`config.mk`:
```
export PLATFORM = sky130hd
export DESIGN_NAME = ether_payload_feeder_flat
export DESIGN_NICKNAME = d
export VERILOG_FILES = /design/src/rtl/ether_payload_feeder_if.sv /design/src/rtl/ether_payload_feeder.sv /design/src/flat_wrapper.sv
export SDC_FILE = /design/constraint.sdc
export NUM_CORES = 1
export LEC_CHECK = 0
export ABC_AREA = 1
export CAP_MARGIN = 30
export CORE_MARGIN = 4
export CORE_UTILIZATION = 35
export DETAILED_ROUTE_END_ITERATION = 8
export SYNTH_ARGS = -nofsm -noshare
export SYNTH_HDL_FRONTEND = slang
export SYNTH_SLANG_ARGS = --single-unit
export TNS_END_PERCENT = 10
```
`constraint.sdc`:
```
create_clock -name clk -period 6.23 [get_ports clk]
set_input_delay 1.246 -clock clk [delete_from_list [all_inputs] [get_ports clk]]
set_output_delay 1.246 -clock clk [all_outputs]
set_load 0.05 [all_outputs]
```
`src/rtl/ether_payload_feeder_if.sv`:
```
// Handshake bundle between the payload source, the feeder and the downstream transmitter.
// master = byte source / transmitter side, slave = feeder.
interface ether_payload_feeder_if;
    logic       byte_valid;
    logic [7:0] byte_data;
    logic       byte_last;
    logic       byte_ready;
    logic       data_request;
    logic       preamble_signal;
    logic       axiov;
    logic [1:0] axiod;
    logic       overflow;

    modport master (
        output byte_valid, byte_data, byte_last, data_request,
        input  byte_ready, preamble_signal, axiov, axiod, overflow
    );

    modport slave (
        input  byte_valid, byte_data, byte_last, data_request,
        output byte_ready, preamble_signal, axiov, axiod, overflow
    );
endinterface

```
`src/rtl/ether_payload_feeder.sv`:
```
// Buffers one frame of payload bytes, announces it with a preamble pulse, then streams it
// LSB-dibit-first after a fixed delay from data_request, zero-padding up to MIN_BYTES.
module ether_payload_feeder #(
    parameter int DEPTH       = 64,
    parameter int MIN_BYTES   = 46,
    parameter int START_DELAY = 8
) (
    input  logic                 clk,
    input  logic                 rst,
    ether_payload_feeder_if.slave bus
);
    localparam int CW = $clog2(DEPTH + 1);
    localparam int AW = $clog2(DEPTH);
    localparam int DW = CW + 2;

    typedef enum logic [2:0] {IDLE, ARMED, WAIT_REQ, DELAY, STREAM} state_t;

    state_t        state, state_n;
    logic [7:0]    buffer [DEPTH];
    logic [CW-1:0] byte_count, byte_count_n;
    logic [DW-1:0] dib_idx, dib_idx_n;
    logic [3:0]    dly, dly_n;
    logic          byte_ready_n, axiov_n, preamble_n, overflow_n;
    logic [1:0]    axiod_n;

    logic          accept;
    logic [CW-1:0] frame_len;
    logic [DW-1:0] last_dib;
    logic [DW-1:0] nxt_dib;
    logic [CW-1:0] nxt_byte;
    logic [7:0]    nxt_data;
    logic [1:0]    nxt_dibit;

    assign accept    = bus.byte_valid && bus.byte_ready && (state == IDLE);
    assign frame_len = (byte_count > CW'(MIN_BYTES)) ? byte_count : CW'(MIN_BYTES);
    assign last_dib  = {frame_len, 2'b00} - DW'(1);

    // Dibit presented on the next edge: index 0 when leaving DELAY, else the successor.
    assign nxt_dib  = (state == STREAM) ? dib_idx + DW'(1) : '0;
    assign nxt_byte = nxt_dib[DW-1:2];
    assign nxt_data = (nxt_byte < byte_count) ? buffer[nxt_byte[AW-1:0]] : 8'h00;

    always_comb begin
        nxt_dibit = nxt_data[1:0];
        case (nxt_dib[1:0])
            2'd0: nxt_dibit = nxt_data[1:0];
            2'd1: nxt_dibit = nxt_data[3:2];
            2'd2: nxt_dibit = nxt_data[5:4];
            2'd3: nxt_dibit = nxt_data[7:6];
            default: nxt_dibit = nxt_data[1:0];
        endcase
    end

    always_comb begin
        state_n      = state;
        byte_count_n = byte_count;
        dib_idx_n    = dib_idx;
        dly_n        = dly;
        axiov_n      = 1'b0;
        axiod_n      = 2'b00;
        preamble_n   = 1'b0;
        overflow_n   = 1'b0;
        case (state)
            IDLE: begin
                if (accept) begin
                    byte_count_n = byte_count + CW'(1);
                    if (bus.byte_last || byte_count_n == CW'(DEPTH)) begin
                        state_n    = ARMED;
                        preamble_n = 1'b1;
                        overflow_n = !bus.byte_last;
                    end
                end
            end
            ARMED: state_n = WAIT_REQ;
            WAIT_REQ: begin
                if (bus.data_request) begin
                    state_n = DELAY;
                    dly_n   = '0;
                end
            end
            DELAY: begin
                dly_n = dly + 4'd1;
                // The edge that sampled data_request counts as edge 0.
                if (dly == 4'(START_DELAY - 1)) begin
                    state_n   = STREAM;
                    dib_idx_n = '0;
                    axiov_n   = 1'b1;
                    axiod_n   = nxt_dibit;
                end
            end
            STREAM: begin
                if (dib_idx == last_dib) begin
                    state_n      = IDLE;
                    byte_count_n = '0;
                end else begin
                    dib_idx_n = nxt_dib;
                    axiov_n   = 1'b1;
                    axiod_n   = nxt_dibit;
                end
            end
            default: state_n = IDLE;
        endcase
        byte_ready_n = (state_n == IDLE) && (byte_count_n < CW'(DEPTH));
    end

    always_ff @(posedge clk) begin
        if (!rst) begin
            state               <= IDLE;
            byte_count          <= '0;
            dib_idx             <= '0;
            dly                 <= '0;
            bus.byte_ready      <= 1'b0;
            bus.axiov           <= 1'b0;
            bus.axiod           <= 2'b00;
            bus.preamble_signal <= 1'b0;
            bus.overflow        <= 1'b0;
        end else begin
            state               <= state_n;
            byte_count          <= byte_count_n;
            dib_idx             <= dib_idx_n;
            dly                 <= dly_n;
            bus.byte_ready      <= byte_ready_n;
            bus.axiov           <= axiov_n;
            bus.axiod           <= axiod_n;
            bus.preamble_signal <= preamble_n;
            bus.overflow        <= overflow_n;
        end
    end

    // Frame storage needs no reset; only indices below byte_count are ever read.
    always_ff @(posedge clk) begin
        if (accept) buffer[byte_count[AW-1:0]] <= bus.byte_data;
    end
endmodule

```
`src/flat_wrapper.sv`:
```
// flat-port wrapper written by rule: the top's interface ports become plain ports
module ether_payload_feeder_flat 
#(
    parameter int DEPTH       = 64,
    parameter int MIN_BYTES   = 46,
    parameter int START_DELAY = 8
)
  (clk, rst, bus_byte_valid, bus_byte_data, bus_byte_last, bus_data_request, bus_byte_ready, bus_preamble_signal, bus_axiov, bus_axiod, bus_overflow);
  ether_payload_feeder_if bus_i ();
  input  logic clk;
  input  logic rst;
  input wire logic [$bits(bus_i.byte_valid)-1:0] bus_byte_valid;
  input wire logic [$bits(bus_i.byte_data)-1:0] bus_byte_data;
  input wire logic [$bits(bus_i.byte_last)-1:0] bus_byte_last;
  input wire logic [$bits(bus_i.data_request)-1:0] bus_data_request;
  output wire logic [$bits(bus_i.byte_ready)-1:0] bus_byte_ready;
  output wire logic [$bits(bus_i.preamble_signal)-1:0] bus_preamble_signal;
  output wire logic [$bits(bus_i.axiov)-1:0] bus_axiov;
  output wire logic [$bits(bus_i.axiod)-1:0] bus_axiod;
  output wire logic [$bits(bus_i.overflow)-1:0] bus_overflow;
  assign bus_i.byte_valid = bus_byte_valid;
  assign bus_i.byte_data = bus_byte_data;
  assign bus_i.byte_last = bus_byte_last;
  assign bus_i.data_request = bus_data_request;
  assign bus_byte_ready = bus_i.byte_ready;
  assign bus_preamble_signal = bus_i.preamble_signal;
  assign bus_axiov = bus_i.axiov;
  assign bus_axiod = bus_i.axiod;
  assign bus_overflow = bus_i.overflow;
  ether_payload_feeder #(.DEPTH(DEPTH), .MIN_BYTES(MIN_BYTES), .START_DELAY(START_DELAY)) u_core (.clk(clk), .rst(rst), .bus(bus_i));
endmodule
```
==> results.md <==
- Status: completed
- Max-slew violations: 0
- Largest cells by area after synthesis: edfxtp_1, nand3_1, nand2_1, inv_1, nand3b_1
- Mapped Nets: 2287
- Total grt overflow: 0
- Clk pin slew, worst setup/hold paths: 0.06 ns
- Register area share after synthesis: 0.659
- Max Fclk: 0.231 GHz
- Antenna Nets Post-Route: 0
- Initial core utilization: 0.353
- Number of flops mapped to enable cells by yosys: 512
- Clk_lat worst skew: 0.62 ns
- Setup_tns: 0 ns
- Critical path type: register to register
- Crit share post-route: 0.696
- Worst slew pin tran: 1.00 ns
- Area Growth Syn to Fin: 11.5%
- Placed instance count: 3116
- Largest net degree at the start of global routing: 150
- Vias in the first global route: 16200
- Max_slew headroom: 0.328
- Unrepaired setup endpoints after global routing: no
- Yosys warnings: 0
- Nets: 2266
- Gr usage total: 0.174
- Top-count cell post-synth: edfxtp_1
- Antenna violations before repair: 0
- Drt first-iter violations: 1862
- Main synth FF type: edfxtp_1
- Gpl congestion: 0.903
- Core ar.: 68600 um2
- VDD IR max: 226 uV
- Mapped Cells: 2263
- Detailed Route WL: 65200 um
- Syn avg cell area: 10.7 um2
- Setup-failing EPs final: 0
- Post-cts repair resize count: 0
- # IOs: 19
- Largest area contributor in the netlist: edfxtp_1
- Vias/cell: 5.14
- Top-area cell type share of the netlist area: 0.635
- Hold Crit Depth: 2
- Clock Sink Count: 541
- Worst Hold Class: register to register
- Asr flop ratio synth: 0
- 1st-pass router iterations: 5
- Crit path launch type: register
- Synth top cells by count: edfxtp_1, nand3_1, nand2_1
- Post-DP HPWL: 38400 um
- Vias post-DR: 16600
- Required @ worst endpoint: 6.74 ns
- Arrival time worst endpoint: 4.84 ns
- Die height: 271 um
- CP Capture Type: register
- Wire per inst: 20.3 um
- Row cnt: 96
- Post-CTS Hold Buffers: 0
- Final hold violation count: 0
- Filler Cells Inserted: 6560
- Clock buffer count from CTS: 55
- Setup repair bufs after CTS: 0
- Static Leak: 10.2 nW
- Max Cap Viol: 0
- I/O Buffers: 18
- CTS root buffer: clkbuf_16
- Synth Register Bits: 541
- Number of library cell types mapped by synthesis: 35
- DRC Markers: 0
- CP Max Fanout: 77
- Non-Filler Instances: 3218
- Share of post-route cells with drive strength above 1: 0.0752
- Die area: 73400 um2
- CTS Buffer Depth: 3
- First-pass GRT wire length: 98300 um
- Cell area after synthesis: 24200 um2
- Worst reg2reg path depth: 18
- TritonCTS clock tree: yes
- Skew final: 0.0189 ns
- H-Tree Depth: 2
- Chip width: 271 um
- P per Cell Area: 274 nW/um2
- Final min period: 4.34 ns
==> worst max-delay path, cell delays in order, from the launching register on <==
cell and delay, ns:
dfxtp_1 0.45, ha_1 0.25, nor2_1 0.08, nor2_4 0.10
buf_4 0.54, nand2_8 0.39, inv_2 0.88, buf_12 0.32
nand2_1 0.07, nand3_1 0.07, nand3_1 0.17, nand3_1 0.17
nand3_1 0.14, nand3_1 0.15, nand2_1 0.06, nand2_1 0.05
nand3_1 0.08, nor2_1 0.10, nor2_1 0.05
==> routing by layer <==
metal / global-route usage / share of wire / up-vias
met4: 0.0625 / 0.032 / 0
met3: 0.0275 / 0.064 / 124
met1: 0.234 / 0.43 / 8067
met5: 0 / 0 / -
li1: - / - / 7712
met2: 0.286 / 0.47 / 647
==> flip-flops by register name, summed over array words and instances, names as in the netlist <==
register	cells
u_core.byte_count	7
u_core.bus.axiod	2
u_core.bus.byte_ready	1
u_core.bus.axiov	1
u_core.dly	4
u_core.bus.overflow	1
u_core.bus.preamble_signal	1
u_core.buffer	512
u_core.state	3
u_core.dib_idx	9
==> cells by family (layout without fill, tap and decap cells) <==
kind of cell	after synthesis	count (layout)	synth area share
xor+xnor	6	6	0.00217
compound gates	133	133	0.0359
other cells	0	1	0
fa+ha+maj	11	11	0.00569
simple gates	1109	1109	0.220
flops	541	541	0.659
buf+inv	463	486	0.0769
==> worst paths after layout <==
path         slack, ns              start             endpoint
max               1.89  u_core.dib_idx[0]  u_core.bus.axiod[1]
min               0.49      u_core.dly[1]        u_core.dly[1]
min reg2reg       0.49      u_core.dly[1]        u_core.dly[1]
max reg2reg       1.89  u_core.dib_idx[0]  u_core.bus.axiod[1]
==> cell type report <==
type,instances,area (um2),share of cell area
inverter,334,1250,0.0465
sequential,541,16000,0.591
multi-input combinational,1259,6420,0.238
timing repair buffer,51,430,0.0159
clock inverter,33,317,0.0117
antenna,1,2.50,0.0000927
tap,931,1160,0.0431
clock buffer,68,1450,0.0536
==> where the power goes <==
part | internal [mW] | switching (mW) | leakage, nW
logic | 0.0228 | 0.121 | 4.55
clock network | 1.86 | 1.40 | 0.855
registers | 3.98 | 0.00555 | 4.84
==> stage by stage <==
stage / utilization / setup WS, ns / hold WS, ns / area [um2] / total power [mW]
finish: 0.394 / 1.89 / 0.492 / 27000 / 7.39
floorplan: - / 3.15 / 0.455 / 24200 / 4.10
global route: 0.394 / 1.70 / 0.535 / 27000 / 7.60
CTS: 0.394 / 2.01 / 0.497 / 27000 / 7.44
global placement: 0.367 / 1.91 / 0.472 / 25200 / 4.21
detailed placement: 0.368 / 1.76 / 0.489 / 25200 / 4.21
==> layout by cell type (no fill, tap or decap), types with 2 or more instances in the layout <==
cell type	instances
a21oi_1	23
buf_12	2
buf_2	9
buf_4	29
bufinv_16	5
clkbuf_1	12
clkbuf_16	56
clkdlybuf4s50_1	10
clkinv_1	10
clkinv_2	9
clkinv_4	4
clkinvlp_4	2
dfxtp_1	29
edfxtp_1	512
ha_1	11
inv_1	320
inv_2	13
inv_6	2
nand2_1	379
nand2_2	3
nand3_1	423
nand3_4	2
nand3b_1	120
nand4_1	8
nor2_1	124
nor2_4	5
nor3_1	10
nor3_2	3
nor4_1	7
o211ai_1	77
o21ai_0	27
o21ai_1	2
or2_0	2
or2_2	20
xor2_1	6
Power figures use the tool's default switching activity.
